[src/rtl/clock_enable_gen.sv]
// Multi-channel programmable clock-enable generator: per-channel divider producing a
// tick strobe, a divided square wave and a phase-programmable latch strobe.
module clock_enable_gen #(
  parameter int CHANNELS     = 2,
  parameter int WIDTH        = 8,
  parameter int DEFAULT_DIV  = 3,
  parameter int DEFAULT_MARK = 1
) (
  input  logic                      clkin,
  input  logic                      RST_n,
  input  logic                      en,
  input  logic                      sync,
  input  logic [CHANNELS-1:0]       load,
  input  logic [CHANNELS*WIDTH-1:0] div_in,
  input  logic [CHANNELS*WIDTH-1:0] mark_in,
  output logic [CHANNELS-1:0]       load_ack,
  output logic [CHANNELS-1:0]       tick,
  output logic [CHANNELS-1:0]       clk_out,
  output logic [CHANNELS-1:0]       latch_out
);

  // load/load_ack: load[i] is a single-cycle request with no ready; the divisor and mark
  // present that cycle are taken (a newer request overwrites an older unapplied one), and
  // load_ack[i] pulses for one cycle right after the edge where the values become active.
  for (genvar gi = 0; gi < CHANNELS; gi++) begin : gChan
    logic [WIDTH-1:0] cnt;
    logic [WIDTH-1:0] divAct;
    logic [WIDTH-1:0] markAct;
    logic [WIDTH-1:0] divPend;
    logic [WIDTH-1:0] markPend;
    logic             pendValid;
    logic             tickQ;
    logic             clkQ;
    logic             latchQ;
    logic             ackQ;

    logic [WIDTH-1:0] divNew;
    logic [WIDTH-1:0] markNew;
    logic             wrapNow;
    logic             applyEdge;
    logic             doApply;

    always_comb begin
      divNew    = div_in[gi*WIDTH +: WIDTH];
      markNew   = mark_in[gi*WIDTH +: WIDTH];
      wrapNow   = en & (cnt == divAct);
      // New settings may only land where no period is cut short.
      applyEdge = sync | ~en | wrapNow;
      doApply   = applyEdge & (load[gi] | pendValid);
    end

    always_ff @(posedge clkin or negedge RST_n) begin
      if (!RST_n) begin
        cnt       <= '0;
        divAct    <= WIDTH'(DEFAULT_DIV);
        markAct   <= WIDTH'(DEFAULT_MARK);
        divPend   <= '0;
        markPend  <= '0;
        pendValid <= 1'b0;
        tickQ     <= 1'b0;
        clkQ      <= 1'b0;
        latchQ    <= 1'b0;
        ackQ      <= 1'b0;
      end else begin
        ackQ <= doApply;
        if (applyEdge) begin
          if (load[gi]) begin
            divAct  <= divNew;
            markAct <= markNew;
          end else if (pendValid) begin
            divAct  <= divPend;
            markAct <= markPend;
          end
          pendValid <= 1'b0;
        end else if (load[gi]) begin
          divPend   <= divNew;
          markPend  <= markNew;
          pendValid <= 1'b1;
        end

        if (sync) begin
          cnt    <= '0;
          tickQ  <= 1'b0;
          clkQ   <= 1'b0;
          latchQ <= 1'b0;
        end else if (en) begin
          cnt    <= wrapNow ? '0 : cnt + 1'b1;
          tickQ  <= wrapNow;
          latchQ <= (cnt == markAct);
          clkQ   <= (cnt <= (divAct >> 1));
        end else begin
          tickQ  <= 1'b0;
          latchQ <= 1'b0;
        end
      end
    end

    assign load_ack[gi]  = ackQ;
    assign tick[gi]      = tickQ;
    assign clk_out[gi]   = clkQ;
    assign latch_out[gi] = latchQ;
  end

endmodule

[config.mk]
export PLATFORM = sky130hd
export DESIGN_NAME = clock_enable_gen
export DESIGN_NICKNAME = d
export VERILOG_FILES = /design/src/rtl/clock_enable_gen.sv
export SDC_FILE = /design/constraint.sdc
export NUM_CORES = 1
export LEC_CHECK = 0
export CAP_MARGIN = 30
export CORE_ASPECT_RATIO = 1.25
export CORE_MARGIN = 4
export CORE_UTILIZATION = 48
export DETAILED_ROUTE_END_ITERATION = 16
export PLACE_DENSITY = 0.66
export SYNTH_ARGS = -nofsm -noshare
export SYNTH_HDL_FRONTEND = slang
export SYNTH_SLANG_ARGS = --single-unit
[constraint.sdc]
create_clock -name clkin -period 2.8 [get_ports clkin]
set_input_delay 0.56 -clock clkin [delete_from_list [all_inputs] [get_ports clkin]]
set_output_delay 0.56 -clock clkin [all_outputs]
set_load 0.05 [all_outputs]
# [Word level (Yosys, flattened, before mapping)]
# Cells that the tools add are included.
[word_totals] input_bits=38 out_inout_bits=8 elab_cells=79 reg_bits=90
[classes] n_lt_le_gt_ge=2 eq_ne=4 n_mux=30 n_addsub=2 bitwise=12 reduce_logical=9
[ops] op="$mux 8" count=14
[ops] op="$eq 8x8->1" count=4
[ops] op="$add 8x1->8 const B" count=2
[ops] op="$le 8x7->1" count=2
[ops] op="$mux 1" count=16
[ops] op="$reduce_bool 2->1" count=5
[ops] op="$reduce_and 2->1" count=4
[ops] op="$or 1x1->1" count=5
[ops] op="$and 1x1->1" count=4
[ops] op="$not 1->1" count=3

# [Logic depth before layout (Yosys ltp)]
# Gate-level depths: netlist of run 1.
[logic_depth] depth_word=5 ltp_mapped=8 depth_no_buf=7

# [Least setup slack after synthesis of run 1]
# OpenSTA, ideal clock, no wires.
[synth_timing] path_type="register to register" start="register gChan[1].divAct[1]" end="register gChan[1].divPend[0]" setup_time_ps=127 synth_period_minus_slack_ps=1936 path_stages_with_launch=7 t_required_ps=2673 path_buffers=1 arrival_time_ps=1808 setup_slack_ps=864 cell_sequence="dfstp_2 > xor2_1 > nor4_4 > nand3_2 > nand3_4 > buf_6 > mux2_1"
[synth_between] elab_chain_cells=5
[synth_rtl] element="start, declared" line="27" text="logic [WIDTH-1:0] divAct;"
[synth_rtl] element="start signal, assigned" line="55" text="divAct <= WIDTH'(DEFAULT_DIV);"
[synth_rtl] element="start signal, assigned" line="68" text="divAct <= divNew;"
[synth_rtl] element="start signal, assigned" line="71" text="divAct <= divPend;"
[synth_rtl] element="$eq 8x8->1" line="46" text="wrapNow = en & (cnt == divAct);"
[synth_rtl] element="$and 1x1->1" line="46"
[synth_rtl] element="$or 1x1->1" line="48" text="applyEdge = sync | ~en | wrapNow;"
[synth_rtl] element="$not 1->1 (no line)"
[synth_rtl] element="$reduce_and 2->1 (no line)"
[synth_rtl] element="end signal, assigned" line="76" text="divPend <= divNew;"
[synth_rtl] element="end, declared" line="29" text="logic [WIDTH-1:0] divPend;"
# Every way passes these cells.
# A chain may end at the register's enable or synchronous reset.

# [Worst setup path in the final report of run 1]
[layout_timing] start="register gChan[0].cnt[1]" end="register gChan[0].markAct[6]"
[layout_between] elab_chain_cells=4
[layout_rtl] element="start, declared" line="26" text="logic [WIDTH-1:0] cnt;"
[layout_rtl] element="start signal, assigned" line="87" text="cnt <= wrapNow ? '0 : cnt + 1'b1;"
[layout_rtl] element="$eq 8x8->1" line="46"
[layout_rtl] element="$and 1x1->1" line="46"
[layout_rtl] element="$or 1x1->1" line="48"
[layout_rtl] element="$reduce_and 2->1 (no line)"
[layout_rtl] element="end signal, assigned" line="56" text="markAct <= WIDTH'(DEFAULT_MARK);"
[layout_rtl] element="end signal, assigned" line="69" text="markAct <= markNew;"
[layout_rtl] element="end signal, assigned" line="72" text="markAct <= markPend;"
[layout_rtl] element="end, declared" line="28" text="logic [WIDTH-1:0] markAct;"
# Every way passes these cells.

==> impl_metrics.py, run 1 <==
metrics = {
    "run_status": {
        "status": "finished, final reports clean",
    },
    "routing": {
        "via_per_inst": 6.08,
        "first_iter_violations": 148,
        "drt.antenna.violating_nets": 0,
        "vias": 4138,
        "drtPass1Iterations": 4,
        "wirelength_mm": 12.7,
        "drc": 0,
        "post_drt_wl_per_cell_um": 18.6,
    },
    "timing": {
        "setup_slack_ps": 461,
        "slew_violations": 0,
        "timing.final.crit_period_ps": 2340,
        "hold_violations": 0,
        "worstMarginPinSlew_ps": 782,
        "hold_ws_ps": 280,
        "setup_viol": 0,
        "skew_ps": 8.71,
        "max_freq_mhz": 428,
        "rsz0062_at_grt": "no",
        "tns_ps": 0,
        "post-route-period-util_pct": 83.5,
        "maxSlewHeadroom_pct": 47.8,
    },
    "clock_network": {
        "numClockSinks": 90,
        "clkSlewWorstSetupHoldPaths_ps": 70,
        "tritoncts": "yes",
        "postCtsResizedCells": 0,
        "clockBufferDepth": 2,
        "root_buffer": "clkbuf_16",
        "htree_levels": 3,
        "clock_latency_ps": 350,
        "cts_buffers": 9,
        "post-cts-setup-buffer-count": 0,
        "ctsHoldBuffers": 0,
    },
    "place": {
        "dp_hpwl_mm": 8.99,
        "place.gp.congestion": 0.866,
        "io_buffer_count": 45,
        "dp_worst_setup_slack_ps": 348,
    },
    "global_routing": {
        "grt_overflow": 0,
        "grt_pass1_wl_mm": 20.9,
        "grt_pass1_vias": 4307,
        "track_usage_pct": 20.8,
        "grt_max_degree": 58,
        "antenna_found_initial": 0,
    },
    "finish": {
        "multiInputGateArea_um2": 2680,
        "seq_area_um2": 2260,
        "drive_gt1_share_pct": 15.7,
        "final_net_count": 598,
        "antenna_cells": 0,
        "nFillCells": 920,
        "synthToLayoutAreaGrowth_pct": 16.0,
    },
    "critical_path": {
        "crit_arrival_ps": 2610,
        "cp.required_ps": 3070,
        "critical_path.max_fanout": 12,
        "rr_worst_depth": 6,
        "worstSetupPathType": "flop to flop",
        "timing.rr.end": "gChan[0].markAct[6]$_DFFE_PN0P_",
        "r2r_start": "gChan[0].cnt[1]$_DFFE_PN0P_",
        "reg2reg_slack_ps": 460,
        "cp-end-kind": "flop",
        "startpoint_type": "flop",
    },
    "die": {
        "rows": 42,
        "fp.dieW_um": 101,
        "core_area_um2": 10600,
        "die_area_um2": 12700,
        "initial_core_util_pct": 49.4,
        "fp.dieH_um": 125,
        "pin_count": 46,
    },
    "yosys": {
        "synth_edf_count": 0,
        "synth_top_cell_area_share_pct": 40.1,
        "synth_common_cells": "dfrtp_1, o21ai_0, o22ai_1",
        "syn_inst": 510,
        "ys_async_sr_fraction_pct": 100,
        "synthDistinctLibCells": 58,
        "syn-cell-area_um2": 5240,
        "synth_area_leader_cell": "dfrtp_1",
        "ys_warn_count": 0,
        "syn_avg_cell_area_um2": 10.3,
        "synth_area_leaders": "dfrtp_1, o22ai_1, o21ai_0",
        "yosysMostFrequentCell": "dfrtp_1",
        "ys_seq_area_share_pct": 43.1,
        "synth_nets": 564,
        "synth-seq-cells": 90,
        "synth-main-ff-cell": "dfrtp_1",
    },
    "job": {
        "max-cap-violations": 0,
    },
    "power_and_ir_drop": {
        "p_leak_nw": 2.64,
        "p_per_area_nw_per_um2": 582,
        "ir_worst_vdd_mv": 0.360,
    },
    "worst_hold_path": {
        "hp-class": "input port to async pin",
    },
}
[cells in the final DEF, fill, tap and decap left out, types with 11 or more instances in the layout]
cell,count
o22ai_1,44
buf_4,19
clkdlybuf4s50_1,44
nand3_1,15
xnor2_1,15
nor2_1,30
dfrtp_1,84
inv_1,18
a21oi_1,11
ha_1,16
o21ai_0,53
xor2_1,17
mux2_2,12
[worst max path at each step]
| stage | startpoint | to |
|---|---|---|
| floorplan | gChan[1].divAct[1]$_DFFE_PN1P_ | gChan[1].divPend[0]$_DFFE_PN0P_ |
| global placement | en | gChan[1].cnt[5]$_DFFE_PN0P_ |
| detailed placement | en | gChan[1].divAct[0]$_DFFE_PN1P_ |
| CTS | gChan[0].cnt[1]$_DFFE_PN0P_ | gChan[0].markAct[6]$_DFFE_PN0P_ |
| global route | gChan[0].cnt[1]$_DFFE_PN0P_ | gChan[0].divAct[2]$_DFFE_PN0P_ |
| finish | gChan[0].cnt[1]$_DFFE_PN0P_ | gChan[0].markAct[6]$_DFFE_PN0P_ |
[registers in the layout (all words and copies together), names as in the netlist]
signal and flops:
gChan.tickQ 2, gChan.divAct 16, gChan.pendValid 2, gChan.clkQ 2, gChan.cnt 16, gChan.markPend 16, gChan.ackQ 2, gChan.latchQ 2
gChan.markAct 16, gChan.divPend 16
[where the power goes]
part | switching (mW) | leakage (nW) | total, mW | internal (mW)
registers | 0.152 | 1.10 | 1.63 | 1.48
clock network | 0.545 | 0.144 | 1.24 | 0.699
logic | 0.317 | 1.39 | 0.668 | 0.351
total | 1.01 | 2.64 | 3.54 | 2.53
[layout make-up]
cell class	count	share of cell area (%)
tap	132	2.72
clock buffer	9	3.70
sequential	90	37.2
multi-input combinational	360	44.0
timing repair buffer	64	9.92
inverter	19	1.17
clock inverter	7	1.30
[kinds of logic (layout without fill, tap and decap cells)]
| kind of cell | after synthesis | count (layout) | share of synthesized area, % |
|---|---|---|---|
| simple gates | 124 | 124 | 15.5 |
| buf+inv | 60 | 99 | 5.83 |
| fa+ha+maj | 16 | 16 | 3.82 |
| xor+xnor | 32 | 32 | 5.35 |
| compound gates | 156 | 156 | 18.8 |
| mux | 32 | 32 | 7.59 |
| flops | 90 | 90 | 43.1 |
[critical path, stage by stage (launching register included)]
cell and delay [ps]:
dfrtp_1 470, xor2_1 220, nor4_4 600, a21oi_4 160, buf_4 230, nor2_2 390, a2bb2oi_1 200
[metal layers]
metal	global-route usage (%)	vias up	share of wire, %
li1	-	1928	-
met1	24.6	2060	40
met2	35.9	119	53
met3	3.36	31	3.7
met4	9.55	0	2.3
met5	0	-	0
[per-stage QoR]
step	power [mW]	utilization (%)	instance area [µm²]	instances
floorplan	2.10	-	5240	510
global placement	2.29	54.4	5780	665
detailed placement	2.32	54.4	5780	665
CTS	3.56	57.3	6080	681
global route	3.71	57.3	6080	681
finish	3.54	57.3	6080	681
Note: power is estimated with default switching activity, not from simulation.
==> run 2, diff against run 1 <==
==> constraint.sdc (replaced) <==
create_clock -name clkin -period 2.3 [get_ports clkin]
set_input_delay 0.46 -clock clkin [delete_from_list [all_inputs] [get_ports clkin]]
set_output_delay 0.46 -clock clkin [all_outputs]
set_load 0.05 [all_outputs]
==> run 2 against run 1 <==
Net effect: sequential cell count did not move; sequential share of layout area decreased by 0.89 points; die area unchanged; utilization rose by 1.4 points; sequential power grew 22%; worst setup slack worse by 170 ps; fmax grew 16%; highest routed layer unchanged; cell count grew 2.5%; design area grew 2.4%; power grew 18%; combinational power increased by 28%.
==> impl_metrics.py, run 2 (synthesized netlist as in run 1, its figures left out) <==
metrics = {
    "run_status": {
        "status": "finished, final reports clean",
    },
    "finish": {
        "antenna_cells": 0,
        "fin_util_pct": 58.7,
        "instances_no_fill": 698,
        "layout_common_cells": "dfrtp_1, o21ai_0, o22ai_1, clkdlybuf4s50_1, buf_4",
        "final_net_count": 617,
        "mostFrequentLayoutCell": "dfrtp_1",
        "drive_gt1_share_pct": 18.0,
        "fin_area_um2": 6230,
        "synthToLayoutAreaGrowth_pct": 18.9,
    },
    "critical_path": {
        "cp.required_ps": 2510,
        "crit_arrival_ps": 2220,
        "critical_path.max_fanout": 10,
        "cp-end-kind": "flop",
        "r2r_start": "gChan[0].divAct[1]$_DFFE_PN1P_",
        "crit_start": "gChan[0].divAct[1]$_DFFE_PN1P_",
        "startpoint_type": "flop",
        "worstSetupPathType": "flop to flop",
    },
    "die": {
        "core_area_um2": 10600,
        "pin_count": 46,
        "fp.dieW_um": 101,
        "fp.dieH_um": 125,
        "initial_core_util_pct": 49.4,
        "die_area_um2": 12700,
        "rows": 42,
    },
    "place": {
        "dp_hpwl_mm": 9.52,
        "dp_worst_setup_slack_ps": 53.1,
        "place_area_um2": 5970,
        "place.gp.congestion": 0.884,
        "io_buffer_count": 45,
        "dp.cells": 684,
    },
    "global_routing": {
        "antenna_found_initial": 0,
        "grt_pass1_wl_mm": 21.7,
        "grt_max_degree": 45,
        "grt_pass1_vias": 4335,
        "track_usage_pct": 21.7,
        "grt_overflow": 0,
    },
    "clock_network": {
        "clock_latency_ps": 340,
        "numClockSinks": 90,
        "clockBufferDepth": 2,
        "tritoncts": "yes",
        "postCtsResizedCells": 0,
        "cts_buffers": 9,
        "htree_levels": 3,
        "root_buffer": "clkbuf_16",
        "clkSlewWorstSetupHoldPaths_ps": 60,
        "post-cts-setup-buffer-count": 0,
        "ctsHoldBuffers": 0,
    },
    "timing": {
        "timing.final.crit_period_ps": 2010,
        "worstMarginPinSlew_ps": 593,
        "hold_ws_ps": 123,
        "rsz0062_at_grt": "no",
        "skew_ps": 5.61,
        "tns_ps": 0,
        "maxSlewHeadroom_pct": 60.4,
        "hold_violations": 0,
        "slew_violations": 0,
        "setup_slack_ps": 289,
        "post-route-period-util_pct": 87.4,
        "setup_viol": 0,
        "max_freq_mhz": 497,
    },
    "routing": {
        "drtPass1Iterations": 4,
        "vias": 4185,
        "drc": 0,
        "via_per_inst": 6.00,
        "first_iter_violations": 125,
        "wirelength_mm": 13.1,
        "drt.antenna.violating_nets": 0,
        "post_drt_wl_per_cell_um": 18.8,
    },
    "power_and_ir_drop": {
        "p_int_mw": 3.00,
        "seqPwrFrac_pct": 47.4,
        "combPwrFrac_pct": 20.4,
        "ir_worst_vdd_mv": 0.444,
        "p_per_area_nw_per_um2": 673,
        "p_total_mw": 4.19,
        "switching_share_pct": 28.4,
        "p_switching_mw": 1.19,
        "clkPwrFrac_pct": 32.2,
        "p_leak_nw": 2.74,
    },
    "job": {
        "max-cap-violations": 0,
    },
    "worst_hold_path": {
        "hp-class": "input port to async pin",
    },
}
-- run 2: cell types whose count changed in the layout (fill, tap and decap cells not counted) --
cell	previous run	this run
clkbuf_8	0	1
clkinvlp_4	2	1
buf_4	19	34
clkinv_2	1	2
clkinv_4	2	0
inv_8	1	0
bufinv_16	1	0
clkbuf_1	0	1
buf_12	1	5
-- run 2: layer usage --
metal / vias to the layer above / share of wire [%] / track usage, %
li1: 1970 / - / -
met1: 2087 / 40 / 25.3
met2: 91 / 54 / 38.2
met3: 37 / 3.2 / 4.20
met4: 0 / 2.9 / 8.92
met5: - / 0 / 0
-- run 2: critical path, stage by stage, from the launching register on --
cell	delay, ps
dfstp_2	580
xor2_1	100
nor4_4	400
buf_4	230
nand3_2	230
nor3_1	250
a211oi_1	90
-- run 2: final cells by class --
| class | instances | area, µm² |
|---|---|---|
| timing repair buffer | 83 | 796 |
| clock buffer | 11 | 243 |
| inverter | 19 | 71.3 |
| fill | 915 | 4390 |
| multi-input combinational | 360 | 2680 |
| clock inverter | 3 | 17.5 |
| sequential | 90 | 2260 |
| tap | 132 | 165 |
-- run 2: final timing paths --
path | slack [ps] | end | cells after the start
max | 290 | gChan[0].divAct[6]$_DFFE_PN0P_ | 6
min | 120 | gChan[0].cnt[1]$_DFFE_PN0P_ | 1
max reg2reg | 290 | gChan[0].divAct[6]$_DFFE_PN0P_ | 6
min reg2reg | 510 | gChan[1].divPend[7]$_DFFE_PN0P_ | 1
max in group asynchronous | 1490 | gChan[0].markAct[0]$_DFFE_PN1P_ | 2
min in group clkin | 510 | gChan[1].divPend[7]$_DFFE_PN0P_ | 1
-- run 2: power groups by stage --
stage               combinational [mW]  sequential (mW)  clock [mW]
global placement                 0.823             2.00           0
finish                           0.855             1.99        1.35
detailed placement               0.855             2.01           0
global route                     0.951             2.01        1.45
CTS                              0.861             1.99        1.38
floorplan                        0.605             1.95           0
==> edit, RTL diff (flow settings as in run 2) <==
`CHANNELS`: 2 -> 1.
--- a/src/rtl/clock_enable_gen.sv
+++ b/src/rtl/clock_enable_gen.sv
@@ -1,7 +1,7 @@
 // Multi-channel programmable clock-enable generator: per-channel divider producing a
 // tick strobe, a divided square wave and a phase-programmable latch strobe.
 module clock_enable_gen #(
-  parameter int CHANNELS     = 2,
+  parameter int CHANNELS     = 1,
   parameter int WIDTH        = 8,
   parameter int DEFAULT_DIV  = 3,
   parameter int DEFAULT_MARK = 1
Ports: changed (7 resized); port bits go from 46 to 25. The function was not compared with the original's and may differ.
==> edit against run 2 <==
- power decreased by 52%
- synthesized cell count down 61%
- worst setup slack improved by 17 ps
- sequential power shrank 48%
- sequential cell count fell by 45
- first-iteration DRC count down 5.6%
- final area is 54% lower
- combinational power shrank 44%
- wire length fell by 65%
- area after synthesis is 54% lower
- largest cell class unchanged
- largest power group unchanged
==> edit: results (changes against run 2) <==
[final_layout]
fin_cells = 289  ; -59%
layout-drive-gt1-share = 0.279  ; +0.0993
nNetsFinal = 257  ; -58%

[synthesis]
synthTopCellsByCount = 42 x dfrtp_1, 26 x mux2_2, 15 x xnor2_1, 14 x mux2i_1, 10 x mux2_4
avgSynthCellArea_um2 = 12.3  ; +20%
synth_area_leaders = dfrtp_1 43%, mux2_2 12%, mux2_4 6.2%, mux2i_1 5.8%, xnor2_1 5.4%
synth_fp_nets = 226  ; -60%

[global_route]
grt_pass1_wl_um = 8010  ; -63%
grt_usage = 0.162  ; -0.0550

[sta]
clock_skew_ps = 9.67  ; +4.06 ps
tightest_slew_ps = 491  ; -103 ps

[placed_design]
gp_congestion = 0.801  ; -9.4%
dp_worst_setup_slack_ps = 60.0  ; +6.92 ps
hpwlAfterDp_um = 3490  ; -63%
io_buffers = 24  ; -47%

[clock_tree]
htreeDepth = 2  ; -1
ctsRootBufferMaster = clkbuf_8

[critical_path]
worst_r2r_endpoint = gChan[0].markPend[2]
critPathArrivalTime_ps = 2170  ; -50 ps
cpMaxStageDelayCell = dfrtp_1

[routing]
drt_iter0_markers = 118  ; -5.6%
vias = 1554  ; -63%
routedWlPerCell_um = 16.0  ; -15%

[power]
seq-power_mw = 1.03  ; -48%
clkPwrFrac = 0.245  ; -0.077
irDropWorstVdd_v = 0.000545  ; +23%

[outcome]
status = complete, no violations

-- edit: cells by family after synthesis --
group	after synthesis	synth area share
AOI/OAI and AO/OA	15	0.0439
buffers and inverters	21	0.0480
muxes	50	0.240
and+or+nand+nor	42	0.103
DFF	45	0.466
xor gates and xnor gates	16	0.0578
adders and majority gates	8	0.0413
-- edit: cell type report --
class	count	area share
Clock buffer	5	0.0240
Clock inverter	3	0.00787
Inverter	8	0.0105
Multi-Input combinational cell	131	0.412
Sequential cell	45	0.395
Tap cell	60	0.0262
Timing Repair Buffer	37	0.125
-- edit: how the worst max path moves through the flow --
stage	slack, ps	depth (start not counted)	end	from
final	310	6	gChan[0].markPend[2]	gChan[0].cnt[4]
after global routing	190	7	gChan[0].divAct[5]	gChan[0].cnt[4]
after CTS	300	7	gChan[0].divAct[5]	gChan[0].cnt[4]
after detailed placement	60	5	gChan[0].divPend[6]	en
after global placement	110	5	gChan[0].divPend[7]	en
after floorplan	440	8	gChan[0].markAct[6]	gChan[0].cnt[4]
-- edit: per-layer routing --
layer / vias up / global-route usage / share of wire / wire, µm
li1: 762 / - / - / -
met2: 22 / 0.278 / 0.51 / 2340
met5: - / 0 / 0 / 0
met1: 765 / 0.210 / 0.45 / 2090
met4: 0 / 0.0376 / 0.011 / 49
met3: 5 / 0.0323 / 0.029 / 136
-- edit: critical path: cells and delay by family (launching register included) --
family                 cells  cell delay (ps)
flip-flops                 1              520
multiplexers               1              340
XOR/XNOR                   1              210
buffers and inverters      1              180
AND/OR/NAND/NOR            3              630
-- edit: per-stage QoR --
step           power, mW  cell area (µm²)
2_1_floorplan       1.37             2420
4_1_cts             2.01             2860
5_1_grt             2.12             2860
3_3_place_gp        1.49             2770
6_report            1.99             2860
3_5_place_dp        1.53             2770
